===== config.mk =====
export PLATFORM = sky130hd
export DESIGN_NAME = pio_fifo_join
export DESIGN_NICKNAME = d
export VERILOG_FILES = /design/src/rtl/pio_fifo_join.sv
export SDC_FILE = /design/constraint.sdc
export NUM_CORES = 1
export LEC_CHECK = 0
export ABC_AREA = 1
export BUFFER_PORTS_ARGS = -buffer_cell sky130_fd_sc_hd__buf_2
export CAP_MARGIN = 25
export CORE_UTILIZATION = 45
export CTS_BUF_LIST = sky130_fd_sc_hd__clkbuf_8 sky130_fd_sc_hd__clkbuf_16
export CTS_CLUSTER_DIAMETER = 30
export DETAILED_ROUTE_END_ITERATION = 8
export GPL_TIMING_DRIVEN = 0
export PLACE_DENSITY = 0.68
export SLEW_MARGIN = 25
export SYNTH_ARGS = -nofsm -noshare
export SYNTH_HDL_FRONTEND = slang
export SYNTH_SLANG_ARGS = --single-unit

===== constraint.sdc =====
create_clock -name clk_i -period 4.9 [get_ports clk_i]
set_clock_uncertainty 0.15 [all_clocks]
set_input_delay 0.245 -clock clk_i [delete_from_list [all_inputs] [get_ports clk_i]]
set_output_delay 0.245 -clock clk_i [all_outputs]
set_load 0.005 [all_outputs]

===== src/rtl/pio_fifo_join.sv =====
// pio_fifo_join: first-word-fall-through data FIFO for one PIO state-machine direction.
//
// The storage holds 2*DEPTH words. With join_i low, only entries 0..DEPTH-1 are used.
// With join_i high, the FIFO borrows the partner direction's half and holds 2*DEPTH words.
// Changing join_i discards the contents, and so does a flush. The overflow and underflow
// flags are sticky, and a level watermark compare is provided.
//
// Ports:
//   clk_i        clock; all state updates on the rising edge
//   reset_i      synchronous, active-high reset
//   join_i       1 = capacity 2*DEPTH, 0 = capacity DEPTH (registered; a change clears)
//   flush_i      one-cycle pulse that discards all contents
//   push_i       write request; din_i is stored when not full
//   din_i        write data
//   pull_i       read request; consumes the word on dout_o when not empty
//   dout_o       head word, valid while empty_o is low
//   empty_o      no words held
//   full_o       word count equals the current capacity
//   level_o      current word count
//   thresh_i     watermark compare value
//   at_thresh_o  level_o >= thresh_i
//   overflow_o   sticky: push attempted while full
//   underflow_o  sticky: pull attempted while empty
//   clr_ovf_i    clears overflow_o (a same-cycle overflow event wins)
//   clr_unf_i    clears underflow_o (a same-cycle underflow event wins)

module pio_fifo_join #(
    parameter int unsigned WIDTH = 32,
    // Power of two, at least 2.
    parameter int unsigned DEPTH = 4,
    localparam int unsigned LW = $clog2(2 * DEPTH) + 1
) (
    input  logic             clk_i,
    input  logic             reset_i,
    input  logic             join_i,
    input  logic             flush_i,
    input  logic             push_i,
    input  logic [WIDTH-1:0] din_i,
    input  logic             pull_i,
    output logic [WIDTH-1:0] dout_o,
    output logic             empty_o,
    output logic             full_o,
    output logic [LW-1:0]    level_o,
    input  logic [LW-1:0]    thresh_i,
    output logic             at_thresh_o,
    output logic             overflow_o,
    output logic             underflow_o,
    input  logic             clr_ovf_i,
    input  logic             clr_unf_i
);

    localparam int unsigned SLOTS = 2 * DEPTH;
    localparam int unsigned PW    = $clog2(SLOTS);

    logic [WIDTH-1:0] mem_q [SLOTS];

    logic [PW-1:0] rd_ptr_q, rd_ptr_d;
    logic [PW-1:0] wr_ptr_q, wr_ptr_d;
    logic [LW-1:0] count_q, count_d;
    logic          join_q, join_d;
    logic          ovf_q, ovf_d;
    logic          unf_q, unf_d;

    logic [LW-1:0] cap;
    logic [PW-1:0] last_idx;
    logic          is_full, is_empty;
    logic          join_chg, quiet;
    logic          do_push, do_pull;

    // Pointers wrap at the current capacity rather than at the storage size, so an
    // unjoined FIFO never touches the partner half.
    function automatic logic [PW-1:0] advance(input logic [PW-1:0] ptr,
                                              input logic [PW-1:0] last);
        return (ptr == last) ? '0 : ptr + PW'(1);
    endfunction

    always_comb begin
        cap      = join_q ? LW'(SLOTS) : LW'(DEPTH);
        last_idx = join_q ? PW'(SLOTS - 1) : PW'(DEPTH - 1);
        is_full  = (count_q == cap);
        is_empty = (count_q == '0);
        join_chg = (join_i != join_q);
        // Push/pull only take effect when neither a join change nor a flush is pending.
        quiet    = ~join_chg & ~flush_i;
        do_push  = quiet & push_i & ~is_full;
        do_pull  = quiet & pull_i & ~is_empty;
    end

    always_comb begin
        rd_ptr_d = rd_ptr_q;
        wr_ptr_d = wr_ptr_q;
        count_d  = count_q;
        join_d   = join_q;
        ovf_d    = ovf_q;
        unf_d    = unf_q;

        // Clears first so a same-cycle set event below overrides them.
        if (clr_ovf_i) ovf_d = 1'b0;
        if (clr_unf_i) unf_d = 1'b0;

        if (join_chg) begin
            join_d   = join_i;
            rd_ptr_d = '0;
            wr_ptr_d = '0;
            count_d  = '0;
        end else if (flush_i) begin
            rd_ptr_d = '0;
            wr_ptr_d = '0;
            count_d  = '0;
        end else begin
            if (push_i && is_full) ovf_d = 1'b1;
            if (pull_i && is_empty) unf_d = 1'b1;
            if (do_push) wr_ptr_d = advance(wr_ptr_q, last_idx);
            if (do_pull) rd_ptr_d = advance(rd_ptr_q, last_idx);
            unique case ({do_push, do_pull})
                2'b10:   count_d = count_q + LW'(1);
                2'b01:   count_d = count_q - LW'(1);
                default: count_d = count_q;
            endcase
        end
    end

    always_ff @(posedge clk_i) begin
        if (reset_i) begin
            rd_ptr_q <= '0;
            wr_ptr_q <= '0;
            count_q  <= '0;
            join_q   <= 1'b0;
            ovf_q    <= 1'b0;
            unf_q    <= 1'b0;
        end else begin
            rd_ptr_q <= rd_ptr_d;
            wr_ptr_q <= wr_ptr_d;
            count_q  <= count_d;
            join_q   <= join_d;
            ovf_q    <= ovf_d;
            unf_q    <= unf_d;
        end
    end

    // Data storage carries no reset; validity is tracked by count_q alone.
    always_ff @(posedge clk_i) begin
        if (!reset_i && do_push) begin
            mem_q[wr_ptr_q] <= din_i;
        end
    end

    assign dout_o      = mem_q[rd_ptr_q];
    assign empty_o     = is_empty;
    assign full_o      = is_full;
    assign level_o     = count_q;
    assign at_thresh_o = (count_q >= thresh_i);
    assign overflow_o  = ovf_q;
    assign underflow_o = unf_q;

endmodule


# After elaboration in Yosys (flattened, before gate mapping)
# Memory sizes are Yosys's and may differ from the RTL's. A register that Yosys moved wholly into a read port is not among the register bits.
# Index checks and enable logic that the tools add are counted.
# word_totals
regBits	13
elab_cells	51
mem_count	1
ramBits	256
# memory_table
memory	words	width	read_ports	rd_clocked_by_memory_dff	wr	line_no	text
mem_q	8	32	1	1	1	55	logic [WIDTH-1:0] mem_q [SLOTS];
# op_classes
eq_ne	6
muxes	17
reduce_logical	7
addsub	4
magnitude_cmp	1
n_bitwise	9
# op_table
operator	count
3-bit two-way mux	5
1-bit two-way mux	10
4-bit one-hot mux with 2 select lines	1
3-bit by 1-bit adder with 3-bit output, second input constant	2
3-bit equality test	2
1-bit AND	5
4-bit by 1-bit adder with 4-bit output, second input constant	1
4-bit equality test	1
4-bit greater-or-equal comparator	1
4-bit logical NOT	1
4-bit two-way mux	1
1-bit inverter	4
4-bit by 1-bit subtractor with 4-bit output, second input constant	1
1-bit logical AND	3
3-bit OR reduction	1
2-bit by 1-bit equality test with 1-bit output, second input constant	1
2-bit equality test, second input constant	1
2-bit nonzero test	1
1-bit logical NOT	1
1-bit inequality test	1

# Depth between registers and ports, before layout
# Gate-level depths: netlist of the first run.
# depth
word_depth	8
depth_mapped	16
mapped_depth_nobuf	16

# Worst setup path before layout of the first run
# No wires, ideal clock.
# synth_path
path_kind	register to register
start	register join_q
end	memory mem_q[0][0], enable pin
required_time_ns	4.329
t_arrival_ns	2.350
setup_ns	0.421
path_stages_with_launch	9
path_slack_ns	1.979
path_cell_list	dfxtp_1 -> inv_2 -> nand2_2 -> nand3b_4 -> nor2_4 -> nand2_4 -> nor2_4 -> nand2_2 -> nor2_1
# synth_via
elab_chain_cells	8
word_cells_on_any_way	11
# synth_lines
item	line_no	text
from (decl)	60	logic join_q, join_d;
from (signal assigned)	135	join_q <= join_d;
1-bit inequality test	82	join_chg = (join_i != join_q);
1-bit inverter	84	quiet = ~join_chg & ~flush_i;
1-bit AND	84	
1-bit AND	85	do_push = quiet & push_i & ~is_full;
1-bit AND *	85	
1-bit logical AND *	143	if (!reset_i && do_push) begin
1-bit two-way mux *	143	
1-bit two-way mux (implied by the code) *	144	mem_q[wr_ptr_q] <= din_i;
to (decl)	55	
# Mark *: on every way between the ends. The rest lies on a longest branch, timed or not.

==> run metrics, run 1 <==
P&R area growth vs syn=31.1%; CTS sink count=272; final setup TNS=0 ns; Slew @ Worst Pin=0.703 ns; PortBufs=84; Synth Register Bits=272; DRT Wirelength=25000 um; core area=23500 sq um; # DRC=0; Final Total Pwr=6.38 mW; H-tree Lvls=2; clock power share=0.581; Resized Gates After CTS=0; syn_area_per_cell=12.5 sq um; Switching Fraction=0.198; Pint=5.12 mW; YS warnings=0; Layout Nets=1104; Crit path required time=4.51 ns; hold_sp=push_i; post-route minimum period=2.74 ns; DRT iter0 DRCs=531; status=completed; Seq pwr share=0.400; power per cell area=450 nW/um^2; global-route wire length before repair=38500 um; Starting Density=0.460; Seq/Total Area, Yosys=0.739; Hold Vio Cnt, Final=0; DR WL/cell=17.7 um; Hold Crit Class=input port to flip-flop; Syn Nets=919; max frequency=364 MHz; Critical R2R Launch=join_q$_SDFFE_PP0P_; TritonRoute pass-1 iters=5; CTS tree=built; DIE AREA=24700 sq um; Leak=5.16 nW; post-DP HPWL=15300 um; net load switching power=1.26 mW; final setup fails=0; CP max FO=10; CP arrival=2.35 ns; Post-synth ARST share=0; pre-CTS setup slack=2.43 ns; synth unique cells=30; clk root buf=clkbuf_16; vias per cell=5.18; Mapped Cells=866; max-slew violation count=0; unrepaired setup endpoints after global routing=false; TritonCTS buffer count=51; Die Height=157 um; register clock-pin slew on the reported worst setup and hold paths=0.05 ns; post-route clock period utilization=0.560; Post-synth EDFFs=256; max cap viols=0; clock insertion delay at the later pin of the skew report=0.53 ns; Clock Tree Buf Depth=3; vias in the first global route=7254; VDD IR max=0.285 mV; Setup WS post-layout=2.16 ns; mapped cell area=10800 sq um; gr ovfl total=0; IO Count=85; fraction of layout cells with a size suffix above 1=0.212; Worst Setup Path Type=flip-flop to primary output; DRT antenna net count=0; crit end category=primary output; DR vias=7321; All-Layer GR Usage=0.208; DIE WIDTH=157 um; Comb power frac=0.018; CP Launch Type=flip-flop; relative slew slack=0.531; global placer's final weighted congestion=0.738; initial antenna violation count=1; prevailing post-synth register cell=edfxtp_1; fillers=1806; FP Rows=56; pin count of the biggest net entering global routing=21
-- power by group through the flow --
stage / Clock (mW) / Combinational, mW / Sequential [mW]
3_5_place_dp: 0 / 0.0929 / 2.60
6_report: 3.71 / 0.117 / 2.56
5_1_grt: 3.84 / 0.130 / 2.55
2_1_floorplan: 0 / 0.0327 / 2.60
3_3_place_gp: 0 / 0.0868 / 2.60
4_1_cts: 3.74 / 0.117 / 2.56
-- critical path, stage by stage (launching register included) --
cell and delay [ns]:
dfxtp_1 0.33, inv_2 0.17, clkbuf_1 0.43, o21ai_0 0.19, o22ai_1 0.17, nor2_1 0.06, a31oi_1 0.29, buf_2 0.18
-- per-stage QoR --
stage	hold WS [ns]	std cells	utilization	cell area, sq um
2_1_floorplan	0.164	866	-	10800
3_3_place_gp	0.303	1269	0.495	11600
3_5_place_dp	0.305	1278	0.507	11900
4_1_cts	0.0141	1412	0.603	14200
5_1_grt	0.0498	1413	0.603	14200
6_report	0.0231	1413	0.603	14200
-- cell usage after synthesis, types with 2 or more instances --
cell / instances / area [sq um]
o21ai_0: 117 / 586
inv_1: 26 / 97.6
nand2_2: 3 / 18.8
nand2_1: 28 / 105
nor2_4: 3 / 33.8
ha_1: 9 / 113
a21oi_1: 11 / 55.1
a21boi_0: 2 / 15.0
o21ai_1: 18 / 90.1
dfxtp_1: 16 / 320
edfxtp_1: 256 / 7690
nand4_1: 3 / 18.8
nand3_1: 5 / 25.0
buf_2: 16 / 80.1
o22ai_1: 32 / 200
a31oi_1: 32 / 200
clkbuf_1: 16 / 60.1
buf_1: 6 / 22.5
buf_6: 7 / 78.8
inv_2: 6 / 22.5
nor2_1: 244 / 916
nor2_2: 2 / 12.5
-- sequential cells by signal (all words and copies together), names as in the netlist, named ones only --
signal       flops
join_q           1
level_o          4
mem_q          256
overflow_o       1
rd_ptr_q         3
underflow_o      1
wr_ptr_q         3
-- cell type report --
class	instances	area, sq um	area share
plain buffers	47	254	0.0179
diodes	1	2.50	0.000176
well taps	319	399	0.0281
clock buffers	53	1330	0.0934
flip-flops and latches	272	8010	0.564
clock inverters	42	538	0.0379
multi-input cells	514	2500	0.176
inverters	33	125	0.00881
repair buffers	132	1040	0.0732
-- what timing repair did --
| item | CTS | global route |
|---|---|---|
| setup endpoints to repair | 0 | 0 |
| buffers inserted | 0 | 0 |
| hold buffers | 39 | 0 |
| hold endpoints to repair | 271 | 0 |
-- logic make-up after synthesis --
group                      after synthesis  share of synthesized area
and+or+nand+nor                        290                      0.107
DFF                                    272                      0.739
AOI/OAI and AO/OA                      214                      0.107
buffers and inverters                   80                     0.0350
adders and majority gates                9                     0.0104
xor gates and xnor gates                 1                   0.000809
-- worst paths after layout --
path | end | slack (ns) | depth (start not counted)
setup / recovery | dout_o[11] | 2.16 | 7
hold / removal | wr_ptr_q[1]$_SDFFE_PP0P_ | 0.02 | 5
setup reg to reg | mem_q[7][26]$_DFFE_PP_ | 2.43 | 10
hold reg to reg | flip-flop | 0.36 | 2
-- layout by cell type (no fill, tap or decap), types with 16 or more instances in the layout --
cell type and instances:
a31oi_1 32, clkbuf_1 16, dfxtp_1 16, o21ai_1 18
buf_2 100, clkbuf_16 53, inv_1 31, o21ai_0 117
edfxtp_1 256, nor2_1 236, dlygate4sd3_1 39, nand2_1 28
o22ai_1 32
-- routing by layer --
metal	vias to the layer above	GRT usage	wire [um]
li1	3513	-	-
met1	3481	0.268	10600
met2	267	0.340	11900
met3	60	0.0430	1710
met4	0	0.0906	743
met5	-	0	0
No activity file was read; power rests on OpenSTA's default activity.
==> run 2: changes to the inputs <==
==> constraint.sdc (replaced) <==
create_clock -name clk_i -period 2.7 [get_ports clk_i]
set_clock_uncertainty 0.15 [all_clocks]
set_input_delay 0.135 -clock clk_i [delete_from_list [all_inputs] [get_ports clk_i]]
set_output_delay 0.135 -clock clk_i [all_outputs]
set_load 0.005 [all_outputs]
==> run 2 against run 1 <==
Largest power group unchanged. Critical endpoint is now dout_o[14]. Critical path type unchanged. Power increased by 82%. Core utilization increased by 0.15 points. Highest routed layer unchanged. Count of clock-buffer cells in the layout unchanged. Die area unchanged.
==> run metrics, run 2 (synthesized netlist as in run 1, its figures left out) <==
clk root buf=clkbuf_16; Critical-path top delay cell=clkbuf_1; most common cell after layout, fill and taps aside=edfxtp_1; post-route minimum period=2.58 ns; Slew @ Worst Pin=0.701 ns; power per cell area=814 nW/um^2; DRT antenna net count=0; Hold Vio Cnt, Final=0; crit end category=primary output; max reg flops=256; fraction of layout cells with a size suffix above 1=0.213; Hold Crit Class=input port to flip-flop; global placer's final weighted congestion=0.738; met1 GRT Util=0.268; FP Rows=56; layer with the highest usage=met2; register clock-pin slew on the reported worst setup and hold paths=0.05 ns; PortBufs=84; DRT iter0 DRCs=582; CP max stage delay=0.39 ns; CTS sink count=272; VDD IR max=0.518 mV; critical-path cell list=inv_2, clkbuf_1, o21ai_0, o22ai_1, nor2_1, a31oi_1, buf_2; DRT Wirelength=25100 um; pin count of the biggest net entering global routing=21; Clock Tree Buf Depth=3; vias per cell=5.21; Design Area, Final=14200 sq um; placed cell area=11900 sq um; max-slew violation count=0; total setup buffers inserted after CTS=0; Global Route met3 Usage=0.0430; max frequency=388 MHz; DIE AREA=24700 sq um; vias in the first global route=7277; All-Layer GR Usage=0.208; most frequent cells in the layout=256 x edfxtp_1, 236 x nor2_1, 117 x o21ai_0; largest reg by FF count=mem_q; Final Util=0.604; Die Height=157 um; global-route wire length before repair=38600 um; Leak=5.18 nW; CP Launch Type=flip-flop; DIE WIDTH=157 um; gr ovfl total=0; CP arrival=2.30 ns; Setup WS post-layout=0.119 ns; post-route clock period utilization=0.956; P&R area growth vs syn=31.4%; WP buf/inv=3; CP delay by family, top=buffers and inverters; DR WL/cell=17.8 um; relative slew slack=0.533; initial antenna violation count=1; post-DP HPWL=15300 um; TritonCTS buffer count=51; clock insertion delay at the later pin of the skew report=0.53 ns; pre-CTS setup slack=0.225 ns; final setup fails=0; core area=23500 sq um; Layout Nets=1107; # DRC=0; IO Count=85; CP max FO=10; H-tree Lvls=2; Crit path required time=2.41 ns; Worst Setup Path Type=flip-flop to primary output; CTS tree=built; status=completed; max cap viols=0; TritonRoute pass-1 iters=5; unrepaired setup endpoints after global routing=false; Starting Density=0.460; M2 GR Usage=0.342; DR vias=7375
[run 2: cell count changes in the layout (fill, tap and decap cells not counted), sizes merged]
cell         before  now
dlygate4sd3      39   42
buf             123  121
clkbuf           70   72
[run 2: path summary, 6_finish.rpt]
kind / startpoint / end / slack [ns] / cells after the start
max: flip-flop / dout_o[14] / 0.12 / 7
min: din_i[13] / mem_q[7][13]$_DFFE_PP_ / 0.26 / 2
max reg2reg: join_q$_SDFFE_PP0P_ / mem_q[0][14]$_DFFE_PP_ / 0.24 / 9
min reg2reg: rd_ptr_q[2]$_SDFFE_PP0N_ / rd_ptr_q[2]$_SDFFE_PP0N_ / 0.36 / 2
[run 2: worst register-to-register path: stages, from the launching register on]
cell and delay (ns):
dfxtp_1 0.43, inv_2 0.08, nand2_2 0.08, nand3b_4 0.12, nor2_4 0.13, nand2_4 0.10, nor2_4 0.12, nand2_2 0.16
nor2_4 0.55, buf_16 0.25
[run 2: what timing repair did]
item	in CTS	in global routing
hold buffers	42	0
resized for setup	0	4
endpoints found under the hold margin	272	0
setup endpoints to repair	0	4
[run 2: per-stage QoR]
step | hold slack, ns | setup TNS (ns) | total power, mW | cells
floorplan | 0.0541 | -56.64 | 4.78 | 866
global placement | 0.229 | -363.85 | 4.88 | 1269
detailed placement | 0.232 | 0 | 4.89 | 1278
CTS | 0.233 | 0 | 11.6 | 1415
global route | 0.260 | 0 | 11.8 | 1416
finish | 0.260 | 0 | 11.6 | 1416
[run 2: metal layers]
layer  vias up  share of wire
met3        63          0.069
met5         -              0
met2       288           0.48
met1      3506           0.42
met4         0          0.031
li1       3518              -
[run 2: power by group]
| part | internal [mW] | switching (mW) |
|---|---|---|
| registers | 4.63 | 0.00578 |
| clock network | 4.56 | 2.17 |
| logic | 0.0961 | 0.119 |
[run 2: area by class of cell]
cell class	count	area [sq um]
Fill cell	1796	9310
Sequential cell	272	8010
Multi-Input combinational cell	514	2500
Clock buffer	53	1330
Timing Repair Buffer	135	1070
Clock inverter	42	538
Tap cell	319	399
Buffer	47	260
Inverter	33	125
Antenna cell	1	2.50
==> run 3: changes to the inputs <==
==> constraint.sdc (replaced) <==
create_clock -name clk_i -period 2.7 [get_ports clk_i]
set_clock_uncertainty 0.15 [all_clocks]
set_input_delay 0.135 -clock clk_i [delete_from_list [all_inputs] [get_ports clk_i]]
set_output_delay 0.135 -clock clk_i [all_outputs]
set_load 0.01 [all_outputs]
==> run 3 against run 2 <==
Critical path depth is the same. Core utilization is the same. First-iteration DRC count shrank 6.2%.
==> run metrics, run 3 (synthesized netlist as in run 1, its figures left out) <==
CP arrival=2.30 ns; vias in the first global route=7277; vias per cell=5.20; FP Rows=56; critical-path cell list=inv_2, clkbuf_1, o21ai_0, o22ai_1, nor2_1, a31oi_1, buf_2; Layout Nets=1107; DRT iter0 DRCs=546; post-route clock period utilization=0.956; DR vias=7362; TritonCTS buffer count=51; Final Util=0.604; max frequency=387 MHz; All-Layer GR Usage=0.208; CP Launch Type=flip-flop; Hold Vio Cnt, Final=0; DRT antenna net count=0; fraction of layout cells with a size suffix above 1=0.214; status=completed; worst reg2reg setup slack=0.24 ns; clk root buf=clkbuf_16; max cap viols=0; register clock-pin slew on the reported worst setup and hold paths=0.05 ns; TritonRoute pass-1 iters=5; global-route wire length before repair=38600 um; post-route minimum period=2.58 ns; DIE WIDTH=157 um; Hold Crit Class=input port to flip-flop; DR WL/cell=17.7 um; Leak=5.18 nW; H-tree Lvls=2; DIE AREA=24700 sq um; gr ovfl total=0; crit end category=primary output; most frequent cells in the layout=256 x edfxtp_1, 236 x nor2_1, 117 x o21ai_0; final setup fails=0; P&R area growth vs syn=31.4%; largest reg by FF count=mem_q; pin count of the biggest net entering global routing=21; global placer's final weighted congestion=0.738; most common cell after layout, fill and taps aside=edfxtp_1; clock insertion delay at the later pin of the skew report=0.53 ns; # DRC=0; max reg flops=256; power per cell area=815 nW/um^2; initial antenna violation count=1; IO Count=85; total setup buffers inserted after CTS=0; Worst Setup Path Type=flip-flop to primary output; Slew @ Worst Pin=0.705 ns; Crit path required time=2.41 ns; Clock Tree Buf Depth=3; CP max FO=10; post-DP HPWL=15300 um; CP max stage delay=0.37 ns; Critical-path top delay cell=clkbuf_1; max-slew violation count=0; CTS sink count=272; Starting Density=0.460; unrepaired setup endpoints after global routing=true; core area=23500 sq um; final setup TNS=0 ns; PortBufs=84; Die Height=157 um; DRT Wirelength=25100 um; CTS tree=built; VDD IR max=0.519 mV; relative slew slack=0.530
run 3: cell count changes in the layout (fill, tap and decap cells not counted), sizes merged:
cell and delta:
buf +1, clkbuf -1
run 3: cell type report:
type / count / area [sq um]
Multi-Input combinational cell: 514 / 2500
Tap cell: 319 / 399
Inverter: 33 / 125
Fill cell: 1798 / 9310
Antenna cell: 1 / 2.50
Timing Repair Buffer: 135 / 1070
Clock buffer: 53 / 1330
Sequential cell: 272 / 8010
Buffer: 47 / 260
Clock inverter: 42 / 538
run 3: critical path, delay by kind of cell (launching register included):
kind / cells / cell delay [ns]
AOI/OAI and AO/OA: 3 / 0.64
DFF: 1 / 0.33
and+or+nand+nor: 1 / 0.08
buffers and inverters: 3 / 0.71
run 3: through the flow:
stage	setup slack (ns)	std cells	power, mW	cell area (sq um)	hold slack (ns)
CTS	0.0521	1415	11.6	14200	0.233
detailed placement	0.225	1278	4.89	11900	0.232
global route	-0.0175	1416	11.8	14200	0.260
finish	0.118	1416	11.6	14200	0.260
global placement	-1.48	1269	4.88	11600	0.229
floorplan	-0.250	866	4.78	10800	0.0541
run 3: power breakdown:
group | switching, mW | total, mW | internal [mW]
clock network | 2.17 | 6.74 | 4.56
registers | 0.00576 | 4.64 | 4.63
logic | 0.124 | 0.220 | 0.0963
total | 2.30 | 11.6 | 9.29
run 3: layer usage:
layer  track usage  up-vias  part of all wire
li1              -     3519                 -
met4        0.0906        0             0.030
met5             0        -                 0
met2         0.342      289              0.48
met3        0.0430       61             0.069
met1         0.268     3493              0.42
run 3: worst paths after layout:
check,to,cells after the start,startpoint
max,dout_o[16],7,flip-flop
min,mem_q[6][5]$_DFFE_PP_,2,din_i[5]
max reg2reg,mem_q[0][3]$_DFFE_PP_,9,join_q$_SDFFE_PP0P_
min reg2reg,rd_ptr_q[2]$_SDFFE_PP0N_,2,rd_ptr_q[2]$_SDFFE_PP0N_
run 3: what timing repair did:
action                                  CTS  global route
endpoints found under the hold margin   272             0
hold buffers                             42             0
endpoints found under the setup margin    0             4
resized for setup                         0             7
